==> config.mk <==
export PLATFORM = sky130hd
export DESIGN_NAME = int_datapath_md
export DESIGN_NICKNAME = d
export VERILOG_FILES = /design/src/rtl/int_datapath_md.sv
export SDC_FILE = /design/constraint.sdc
export NUM_CORES = 2
export LEC_CHECK = 0
export CAP_MARGIN = 10
export CORE_MARGIN = 3
export CORE_UTILIZATION = 50
export CTS_BUF_LIST = sky130_fd_sc_hd__clkbuf_4 sky130_fd_sc_hd__clkbuf_8 sky130_fd_sc_hd__clkbuf_16
export DETAILED_ROUTE_END_ITERATION = 8
export PLACE_DENSITY = 0.7
export SLEW_MARGIN = 20
export SYNTH_ARGS = -nofsm -noshare
export SYNTH_HDL_FRONTEND = slang
export SYNTH_SLANG_ARGS = --single-unit
export TNS_END_PERCENT = 30
==> constraint.sdc <==
create_clock -name CLK -period 17.85 [get_ports CLK]
set_input_delay 1.785 -clock CLK [delete_from_list [all_inputs] [get_ports CLK]]
set_output_delay 1.785 -clock CLK [all_outputs]
set_load 0.01 [all_outputs]
==> src/rtl/int_datapath_md.sv <==
// Integer execute datapath: register file with write-back bypass, operand pipeline,
// ALU with flags, HI/LO, Y-mux and an iterative one-bit-per-cycle multiply/divide unit.
module int_datapath_md #(
  parameter int WIDTH   = 32,
  parameter int AW      = 5,
  parameter int SP_ADDR = 29,
  parameter int RA_ADDR = 31
) (
  input  logic             CLK,
  input  logic             RESET,
  input  logic [3:0]       FS,
  input  logic             D_En,
  input  logic [AW-1:0]    D_Addr,
  input  logic [AW-1:0]    S_Addr,
  input  logic [AW-1:0]    T_Addr,
  input  logic [1:0]       DA_sel,
  input  logic             T_Sel,
  input  logic [WIDTH-1:0] DT,
  input  logic [WIDTH-1:0] DY,
  input  logic [WIDTH-1:0] PC_in,
  input  logic [2:0]       Y_Sel,
  input  logic             MD_start,
  input  logic [1:0]       MD_op,
  output logic             MD_busy,
  output logic             MD_done,
  output logic             C,
  output logic             V,
  output logic             N,
  output logic             Z,
  output logic [WIDTH-1:0] ALU_OUT,
  output logic [WIDTH-1:0] D_OUT
);

  localparam int NREG = 2 ** AW;
  localparam int SW   = $clog2(WIDTH);

  typedef enum logic [1:0] {MD_IDLE, MD_RUN, MD_DONE} md_state_t;

  logic [WIDTH-1:0] regs [NREG];
  logic [AW-1:0]    dest;
  logic             wr_ok;
  logic [WIDTH-1:0] s_port, t_port;
  logic [WIDTH-1:0] rs_reg, rt_reg, din_reg, alu_reg, hi_reg, lo_reg;

  always_comb begin
    case (DA_sel)
      2'd0:    dest = D_Addr;
      2'd1:    dest = T_Addr;
      2'd2:    dest = AW'(RA_ADDR);
      default: dest = AW'(SP_ADDR);
    endcase
  end

  // r0 is never written, so it reads as zero without a special read path
  assign wr_ok = D_En && (dest != '0);

  always_ff @(posedge CLK or negedge RESET) begin
    if (!RESET) begin
      for (int i = 0; i < NREG; i++) regs[i] <= '0;
    end else if (wr_ok) begin
      regs[dest] <= ALU_OUT;
    end
  end

  assign s_port = (wr_ok && dest == S_Addr) ? ALU_OUT : regs[S_Addr];
  assign t_port = (wr_ok && dest == T_Addr) ? ALU_OUT : regs[T_Addr];

  // ALU
  logic [WIDTH:0]   add_sum, sub_sum;
  logic [SW-1:0]    shamt;
  logic [WIDTH-1:0] alu_y;
  logic             c_flag, v_flag;

  assign add_sum = {1'b0, rs_reg} + {1'b0, rt_reg};
  assign sub_sum = {1'b0, rs_reg} + {1'b0, ~rt_reg} + (WIDTH+1)'(1);
  assign shamt   = rs_reg[SW-1:0];

  always_comb begin
    alu_y  = '0;
    c_flag = 1'b0;
    v_flag = 1'b0;
    case (FS)
      4'h0: alu_y = rs_reg;
      4'h1: alu_y = rt_reg;
      4'h2: begin
        alu_y  = add_sum[WIDTH-1:0];
        c_flag = add_sum[WIDTH];
        v_flag = (rs_reg[WIDTH-1] == rt_reg[WIDTH-1]) && (add_sum[WIDTH-1] != rs_reg[WIDTH-1]);
      end
      4'h3: begin
        alu_y  = add_sum[WIDTH-1:0];
        c_flag = add_sum[WIDTH];
      end
      4'h4: begin
        alu_y  = sub_sum[WIDTH-1:0];
        c_flag = sub_sum[WIDTH];
        v_flag = (rs_reg[WIDTH-1] != rt_reg[WIDTH-1]) && (sub_sum[WIDTH-1] != rs_reg[WIDTH-1]);
      end
      4'h5: begin
        alu_y  = sub_sum[WIDTH-1:0];
        c_flag = sub_sum[WIDTH];
      end
      4'h6: alu_y = WIDTH'($signed(rs_reg) < $signed(rt_reg));
      4'h7: alu_y = WIDTH'(rs_reg < rt_reg);
      4'h8: alu_y = rs_reg & rt_reg;
      4'h9: alu_y = rs_reg | rt_reg;
      4'hA: alu_y = rs_reg ^ rt_reg;
      4'hB: alu_y = ~(rs_reg | rt_reg);
      4'hC: alu_y = rt_reg << shamt;
      4'hD: alu_y = rt_reg >> shamt;
      4'hE: alu_y = WIDTH'($signed(rt_reg) >>> shamt);
      default: alu_y = rt_reg << (WIDTH / 2);
    endcase
  end

  assign C = c_flag;
  assign V = v_flag;
  assign N = alu_y[WIDTH-1];
  assign Z = (alu_y == '0);

  always_ff @(posedge CLK or negedge RESET) begin
    if (!RESET) begin
      rs_reg  <= '0;
      rt_reg  <= '0;
      din_reg <= '0;
      alu_reg <= '0;
    end else begin
      rs_reg  <= s_port;
      rt_reg  <= T_Sel ? DT : t_port;
      din_reg <= DY;
      alu_reg <= alu_y;
    end
  end

  // Multiply/divide: operands are held as magnitudes, signs are reapplied at the end
  md_state_t        state_reg, state_next;
  logic [SW-1:0]    cnt_reg;
  logic [1:0]       op_reg;
  logic [WIDTH-1:0] a_reg, b_reg, acc_reg, rs_cap_reg;
  logic             neg_q_reg, neg_r_reg;
  logic             md_load, md_step, md_finish;

  logic             rs_neg, rt_neg;
  logic [WIDTH-1:0] rs_mag, rt_mag;
  logic [WIDTH:0]   mul_sum, div_shift, div_diff;
  logic             div_ge;
  logic [WIDTH-1:0] acc_step, b_step, hi_fin, lo_fin;
  logic [2*WIDTH-1:0] prod;

  assign rs_neg = MD_op[0] & rs_reg[WIDTH-1];
  assign rt_neg = MD_op[0] & rt_reg[WIDTH-1];
  assign rs_mag = rs_neg ? -rs_reg : rs_reg;
  assign rt_mag = rt_neg ? -rt_reg : rt_reg;

  assign mul_sum   = {1'b0, acc_reg} + (b_reg[0] ? {1'b0, a_reg} : '0);
  assign div_shift = {acc_reg, b_reg[WIDTH-1]};
  assign div_diff  = div_shift - {1'b0, a_reg};
  assign div_ge    = (div_shift >= {1'b0, a_reg});

  always_comb begin
    if (op_reg[1]) begin
      acc_step = div_ge ? div_diff[WIDTH-1:0] : div_shift[WIDTH-1:0];
      b_step   = {b_reg[WIDTH-2:0], div_ge};
    end else begin
      acc_step = mul_sum[WIDTH:1];
      b_step   = {mul_sum[0], b_reg[WIDTH-1:1]};
    end
  end

  always_comb begin
    prod   = neg_q_reg ? -{acc_step, b_step} : {acc_step, b_step};
    hi_fin = prod[2*WIDTH-1:WIDTH];
    lo_fin = prod[WIDTH-1:0];
    if (op_reg[1]) begin
      if (a_reg == '0) begin
        hi_fin = rs_cap_reg;
        lo_fin = '1;
      end else begin
        hi_fin = neg_r_reg ? -acc_step : acc_step;
        lo_fin = neg_q_reg ? -b_step : b_step;
      end
    end
  end

  always_ff @(posedge CLK or negedge RESET) begin
    if (!RESET) state_reg <= MD_IDLE;
    else        state_reg <= state_next;
  end

  always_comb begin
    state_next = state_reg;
    md_load    = 1'b0;
    md_step    = 1'b0;
    md_finish  = 1'b0;
    MD_busy    = 1'b0;
    MD_done    = 1'b0;
    case (state_reg)
      MD_RUN: begin
        MD_busy = 1'b1;
        md_step = 1'b1;
        if (cnt_reg == SW'(WIDTH - 1)) begin
          md_finish  = 1'b1;
          state_next = MD_DONE;
        end
      end
      MD_DONE: begin
        MD_done = 1'b1;
        if (MD_start) begin
          md_load    = 1'b1;
          state_next = MD_RUN;
        end else begin
          state_next = MD_IDLE;
        end
      end
      default: begin
        if (MD_start) begin
          md_load    = 1'b1;
          state_next = MD_RUN;
        end
      end
    endcase
  end

  always_ff @(posedge CLK or negedge RESET) begin
    if (!RESET) begin
      cnt_reg    <= '0;
      op_reg     <= '0;
      a_reg      <= '0;
      b_reg      <= '0;
      acc_reg    <= '0;
      rs_cap_reg <= '0;
      neg_q_reg  <= 1'b0;
      neg_r_reg  <= 1'b0;
      hi_reg     <= '0;
      lo_reg     <= '0;
    end else if (md_load) begin
      cnt_reg    <= '0;
      op_reg     <= MD_op;
      a_reg      <= MD_op[1] ? rt_mag : rs_mag;
      b_reg      <= MD_op[1] ? rs_mag : rt_mag;
      acc_reg    <= '0;
      rs_cap_reg <= rs_reg;
      neg_q_reg  <= rs_neg ^ rt_neg;
      neg_r_reg  <= rs_neg;
    end else if (md_step) begin
      cnt_reg <= cnt_reg + SW'(1);
      acc_reg <= acc_step;
      b_reg   <= b_step;
      if (md_finish) begin
        hi_reg <= hi_fin;
        lo_reg <= lo_fin;
      end
    end
  end

  always_comb begin
    case (Y_Sel)
      3'd1:    ALU_OUT = PC_in;
      3'd2:    ALU_OUT = din_reg;
      3'd3:    ALU_OUT = lo_reg;
      3'd4:    ALU_OUT = hi_reg;
      default: ALU_OUT = alu_reg;
    endcase
  end

  assign D_OUT = rt_reg;

endmodule

# ---- After elaboration in Yosys (flattened, before gate mapping)
# Cells that the tools add are included.
dict set report word_totals {
  reg_bits 1355
  mem_bits_ro 0
  ram_bits 0
  out_inout_bits 70
  mem_count 0
  latchBits 0
}
dict set report op_classes {
  reduce_logical 17
  add_sub_neg 11
  eq_ne 30
  div_mod_pow 0
  mux 48
  bitwise_logic 12
  magnitude_cmp 7
  shifts 3
  multipliers 0
}
# cell n
set op_table {}
lappend op_table {{1024-bit bitwise mux} 1}
lappend op_table {{32-bit 2-to-1 mux} 26}
lappend op_table {{32-bit case mux with 13 select lines} 1}
lappend op_table {{32-bit binary-select mux with 5-bit select} 2}
lappend op_table {{32-bit demux with 5-bit select} 1}
lappend op_table {{32-bit negation} 4}
lappend op_table {{32-bit case mux with 4 select lines} 1}
lappend op_table {{32-bit by 32-bit adder with 33-bit output} 3}
lappend op_table {{32-bit logical NOT} 2}
lappend op_table {{32-bit < comparator} 2}
lappend op_table {{64-bit 2-to-1 mux} 1}
lappend op_table {{64-bit negation} 1}
lappend op_table {{32-bit NOT} 2}
lappend op_table {{33-bit by 1-bit adder with 33-bit output, second input constant} 1}
lappend op_table {{33-bit by 32-bit >= comparator with 1-bit output} 1}
lappend op_table {{32-bit AND} 1}
lappend op_table {{32-bit OR} 1}
lappend op_table {{32-bit by 5-bit << shifter with 32-bit output} 1}
lappend op_table {{32-bit by 5-bit >> shifter with 32-bit output} 1}
lappend op_table {{32-bit by 5-bit >>> shifter with 32-bit output} 1}
lappend op_table {{32-bit subtractor} 1}
lappend op_table {{32-bit bitwise XOR} 1}
lappend op_table {{4-bit equality test, second input constant} 7}
lappend op_table {{6-bit >= comparator, second input constant} 3}
lappend op_table {{34 further kinds} 62}

# ---- Depth between registers and ports, before layout
dict set report logic_depth {
  ltp_word 8
  depth_mapped 27
  mapped_depth_nobuf 23
}

# ---- Least setup slack after synthesis
# No wires, ideal clock.
dict set report synth_timing {
  kind {reg-to-output}
  start {register rs_reg[2]}
  end {output Z}
  arrival_ns 6.107
  path_stages_with_launch 20
  path_slack_ns 9.958
  cell_sequence {dfrtp_1 > inv_1 > buf_2 > buf_1 > clkbuf_1 > buf_1 > clkbuf_1 > ha_1 > o21ai_0 > a211oi_1 > a221o_1 > a221o_1 > or4_1 > or4_1 > or3_1 > nor4_2 > nand4bb_1 > a2111oi_1 > and4bb_1 > nor4b_4}
}
dict set report synth_via {
  elab_chain_cells 4
  elab_cells_between_ends 14
  cone_classes {3 x add/sub; 2 x order compare; 3 x shift; 1 x mux; 4 x bitwise; 1 x reduce/logical}
}
# item line
set synth_rtl {}
lappend synth_rtl {{start, declared} 43} ;# logic [WIDTH-1:0] rs_reg, rt_reg, din_reg, alu_reg, hi_reg, lo_reg;
lappend synth_rtl {{start signal, assigned} 128} ;# rs_reg <= s_port;
lappend synth_rtl {{32-bit by 32-bit adder with 33-bit output / 32-bit OR (equally long branches)} {75, 106, 108}}
lappend synth_rtl {{33-bit by 1-bit adder with 33-bit output / 32-bit NOT (equally long branches)} {75, 108}}
lappend synth_rtl {{32-bit case mux with 13 select lines (*)} 82} ;# case (FS)
lappend synth_rtl {{32-bit logical NOT (*)} 119} ;# assign Z = (alu_y == '0);
lappend synth_rtl {{end, declared} 29} ;# output logic Z,
# Mark *: on every way between the ends. The rest lies on a longest branch, timed or not.

# ---- Worst setup path in the final report
dict set report layout_timing {
  start {input FS[2]}
  end {output Z}
}
dict set report layout_via {
  elab_chain_cells 4
  elab_cells_between_ends 19
  cone_classes {14 x eq/ne; 1 x mux; 4 x reduce/logical}
}
# item line
set layout_rtl {}
lappend layout_rtl {{start, declared} 11} ;# input logic [3:0] FS,
lappend layout_rtl {{4-bit by 3-bit equality test with 1-bit output / 4-bit by 2-bit equality test with 1-bit output (equally long branches)} 82}
lappend layout_rtl {{2-bit OR reduction (no source line)} n/a}
lappend layout_rtl {{32-bit case mux with 13 select lines (*)} 82}
lappend layout_rtl {{via alu_y[6]} 71} ;# logic [WIDTH-1:0] alu_y;
lappend layout_rtl {{32-bit logical NOT (*)} 119}
# The timed path passes the listed nets; every way through them passes the cells marked *.

==> flow_summary.yaml <==
detailed_routing:
  drc: 0
  avgViaCountPerCell: 6.84
  post_drt_wl_per_cell_um: 30.9
  routed-via-count: 72000
  dr.pass1.iters: 8
  detail_route.iter0.violations: 9838
  finalWirelength_mm: 325
  drtAntennaViolNets: 0
cts:
  postCtsSetupBuffers: 0
  clk_slew_on_worst_s_h_paths_ps: 60
  cts.sink_count: 1354
  cts.hold.buffers_added: 0
  ctsResizeCount: 0
  tritoncts: "built"
  clock_tree.root_cell: "clkbuf_16"
  tritoncts.num_buffers: 148
  source_to_sink_clock_delay_at_the_later_pin_of_the_worst_skew_pair_ps: 810
  htree_num_levels: 4
  cts_max_path_buffers: 3
pwr:
  vdd.ir_drop.worst_mv: 0.0962
  power.density_nw_per_um2: 168
  p_leak_nw: 38.8
worst_setup_path:
  setup.worst_path.end: "Z"
  cp_cell_sequence: "clkdlybuf4s50_1 -> buf_4 -> nand4b_1 -> and2_1 -> nor2_1 -> a22o_1 -> a221o_1 -> or4b_1 -> or4_1 -> or3_1 -> nor4_2 -> nand4bb_1 -> a2111oi_1 -> and4bb_1 -> nor4b_4 -> clkdlybuf4s50_1"
  r2r_end: "hi_reg[30]"
  required_time_of_the_critical_path_ps: 16060
  count_of_cells_along_the_worst_register_to_register_path: 21
  startpoint: "FS[2]"
  worstPathBufferInverterCount: 3
  regToRegSetupSlack_ps: 10430
  crit_path_max_fanout: 29
  timing.critical_path.from_type: "input port"
  cpMostUsedCell: "clkdlybuf4s50_1"
  crit_path_top_delay_cell: "or4_1"
  worst_ep_arrival_time_ps: 8110
  delay_heaviest_family_cp: "simple AND/OR/NAND/NOR gates"
  timing.critical_path.depth: 16
  critical_path.max_stage_delay_ps: 640
  crit_path_category: "input port to output port"
  rr_startpoint: "a_reg[22]"
  crit_path_end_kind: "output port"
timing:
  timing.final.setup_violations: 0
  final.setup.worst_slack_ps: 7950
  fin_tns_setup_ps: 0
  slew-limit-headroom_pct: 23.2
  finalHoldViolations: 0
  finalCritPeriodShare_pct: 55.5
  worst_pin_slew_ps: 1150
  finalMaxSlewViolations: 0
  final.setup_skew_ps: 74.3
  period_needed_ps: 9900
  rsz0062_at_grt: "false"
  fmaxAchievable_mhz: 101
yosys:
  asyncSetResetFlopFracSynth_pct: 100
  synth_cell_area_sq_um: 84200
  biggest_area_consumer_among_synthesized_cells: "dfrtp_1"
  ys_warn_count: 0
  synthCells: 8486
  ys_top_cells_by_area: "dfrtp_1 (40%), mux4_2 (19%), a21oi_1 (5.5%), o21ai_0 (4.8%), nor2_1 (4.5%)"
  synth_fp_nets: 8788
  synthDominantCellAreaShare_pct: 40.2
  post_synth_num_cell_types: 99
  yosys_most_used_dff: "dfrtp_1"
  number_of_enable_flip_flop_cells_after_synthesis: 0
  avgSynthCellArea_sq_um: 9.92
  seq_area_frac_synth_pct: 40.2
  postSynthRegisterBits: 1354
final_layout:
  largest_register_ff_count: 1024
  final-instance-count-excl-fill: 10500
  post_route_cells_drive_above_1_share_pct: 15.6
  regMostFlops: "regs"
  fill_cells: 14200
  finish.net_count: 8519
  areaGrowthSynthToFinish_pct: 10.6
placed_design:
  io_buffer_count: 196
  dpl_hpwl_mm: 210
  placed_cells_incl_taps: 10300
  preCtsSetupSlack_ps: 8090
  place_congestion: 1.03
global_route:
  first_global_vias: 69900
  grtUsageTotal_pct: 37.0
  grt_pass1_wl_mm: 474
  grt_overflow: 0
  grt_start_max_net_pins: 171
  grt_antenna_before_repair: 7
die:
  die_height_um: 416
  coreArea_sq_um: 166000
  design.portCount: 197
  initial_util_pct: 50.7
  floorplan.rows: 149
  die_area_sq_um: 173000
  floorplan.die.width_um: 416
run_status:
  run_status: "completed"
run:
  timing.max_cap.violations: 0
min_path:
  hold_class: "flop to flop"
==> placed cells by master (no fill, tap or decap), types with 21 or more instances in the layout <==
master	instances
mux4_2	694
o21ai_0	809
nand4_1	40
o211ai_1	51
nor3_1	90
or3_1	36
dfrtp_1	1349
xnor2_1	181
o21a_1	24
and3_1	23
o31ai_1	32
a22oi_1	100
clkbuf_16	149
a211oi_1	70
buf_4	168
nand3_1	106
nor4_1	35
clkinv_2	24
and2_1	50
clkbuf_8	35
inv_1	206
ha_1	171
a21o_1	58
nor2b_1	31
or2_2	21
xor2_1	42
a21oi_2	32
nor2_1	983
a21oi_1	901
nand2b_1	27
nand2_1	871
mux2i_1	154
a31oi_1	49
clkdlybuf4s50_1	181
clkbuf_4	25
==> power by group <==
part | switching, mW | leakage (nW) | internal [mW] | total [mW]
Clock | 1.38 | 2.68 | 2.00 | 3.38
Sequential | 0.950 | 17.1 | 4.01 | 4.96
Combinational | 4.50 | 19.0 | 2.82 | 7.33
Total | 6.84 | 38.8 | 8.83 | 15.7
==> per-layer routing <==
layer / share of wire, % / up-vias / global-route usage, %
met1: 37 / 36000 / 48.0
li1: - / 30400 / -
met4: 7.8 / 4 / 24.6
met5: 0.0065 / - / 0
met3: 10 / 1017 / 7.89
met2: 45 / 4531 / 56.2
==> final cells by class <==
cell class	count	area [sq um]	area share [%]
Clock buffer	209	4400	4.72
Tap cell	2189	2740	2.94
Sequential cell	1354	33900	36.4
Timing Repair Buffer	372	3400	3.65
Clock inverter	63	1020	1.10
Antenna cell	6	15.0	0.0161
Inverter	213	801	0.860
Multi-Input combinational cell	6128	46900	50.3
==> cells in the mapped netlist (all sizes together) (97+ instances only) <==
cell    number
mux2i      154
dfrtp     1354
a21oi      933
inv        210
xnor2      181
o21ai      814
nand3      108
mux4       705
clkbuf     668
nor2      1003
buf        123
a22oi      101
ha         171
nor3        97
nand2      884
==> cells by family after synthesis <==
group	after synthesis	synth area share, %
AOI/OAI and AO/OA	2430	16.9
xor gates and xnor gates	224	2.33
adders and majority gates	175	2.64
buffers and inverters	1004	4.64
DFF	1354	40.2
muxes	871	20.9
and+or+nand+nor	2428	12.4
==> worst register-to-register path, stage by stage (launching register included) <==
cell      delay (ps)
dfrtp_1          430
inv_1             70
ha_1             440
a21o_1           270
a31o_2           290
a211oi_1         320
or3_1            540
nand3_1          930
buf_4            540
nor2_1           110
a21oi_1           70
a21oi_1          350
ha_1             230
inv_1             70
nor3_1           190
a31oi_1          130
nor4b_2          690
nand3_2          450
o21ai_1          360
mux2i_1          150
a221o_1          370
o32a_1           280
==> worst min path at each step <==
stage,to,start,slack [ps],depth (start not counted)
final,regs[1001],regs[1001],390,0
after global routing,regs[1010],regs[1010],410,0
after CTS,regs[999],regs[999],400,0
after detailed placement,regs[1020],regs[1020],380,0
after global placement,regs[994],regs[994],380,0
after floorplan,regs[1000],regs[1000],440,1
==> metrics by stage <==
stage | utilization [%] | hold slack, ps | power, mW | instance area [sq um]
after floorplan | - | 441 | 9.46 | 84200
after global placement | 52.8 | 376 | 11.8 | 87700
after detailed placement | 52.8 | 382 | 12.0 | 87700
after CTS | 56.0 | 397 | 15.4 | 93100
after global routing | 56.1 | 406 | 16.4 | 93100
final | 56.1 | 394 | 15.7 | 93100
(Power assumes the default switching activity.)
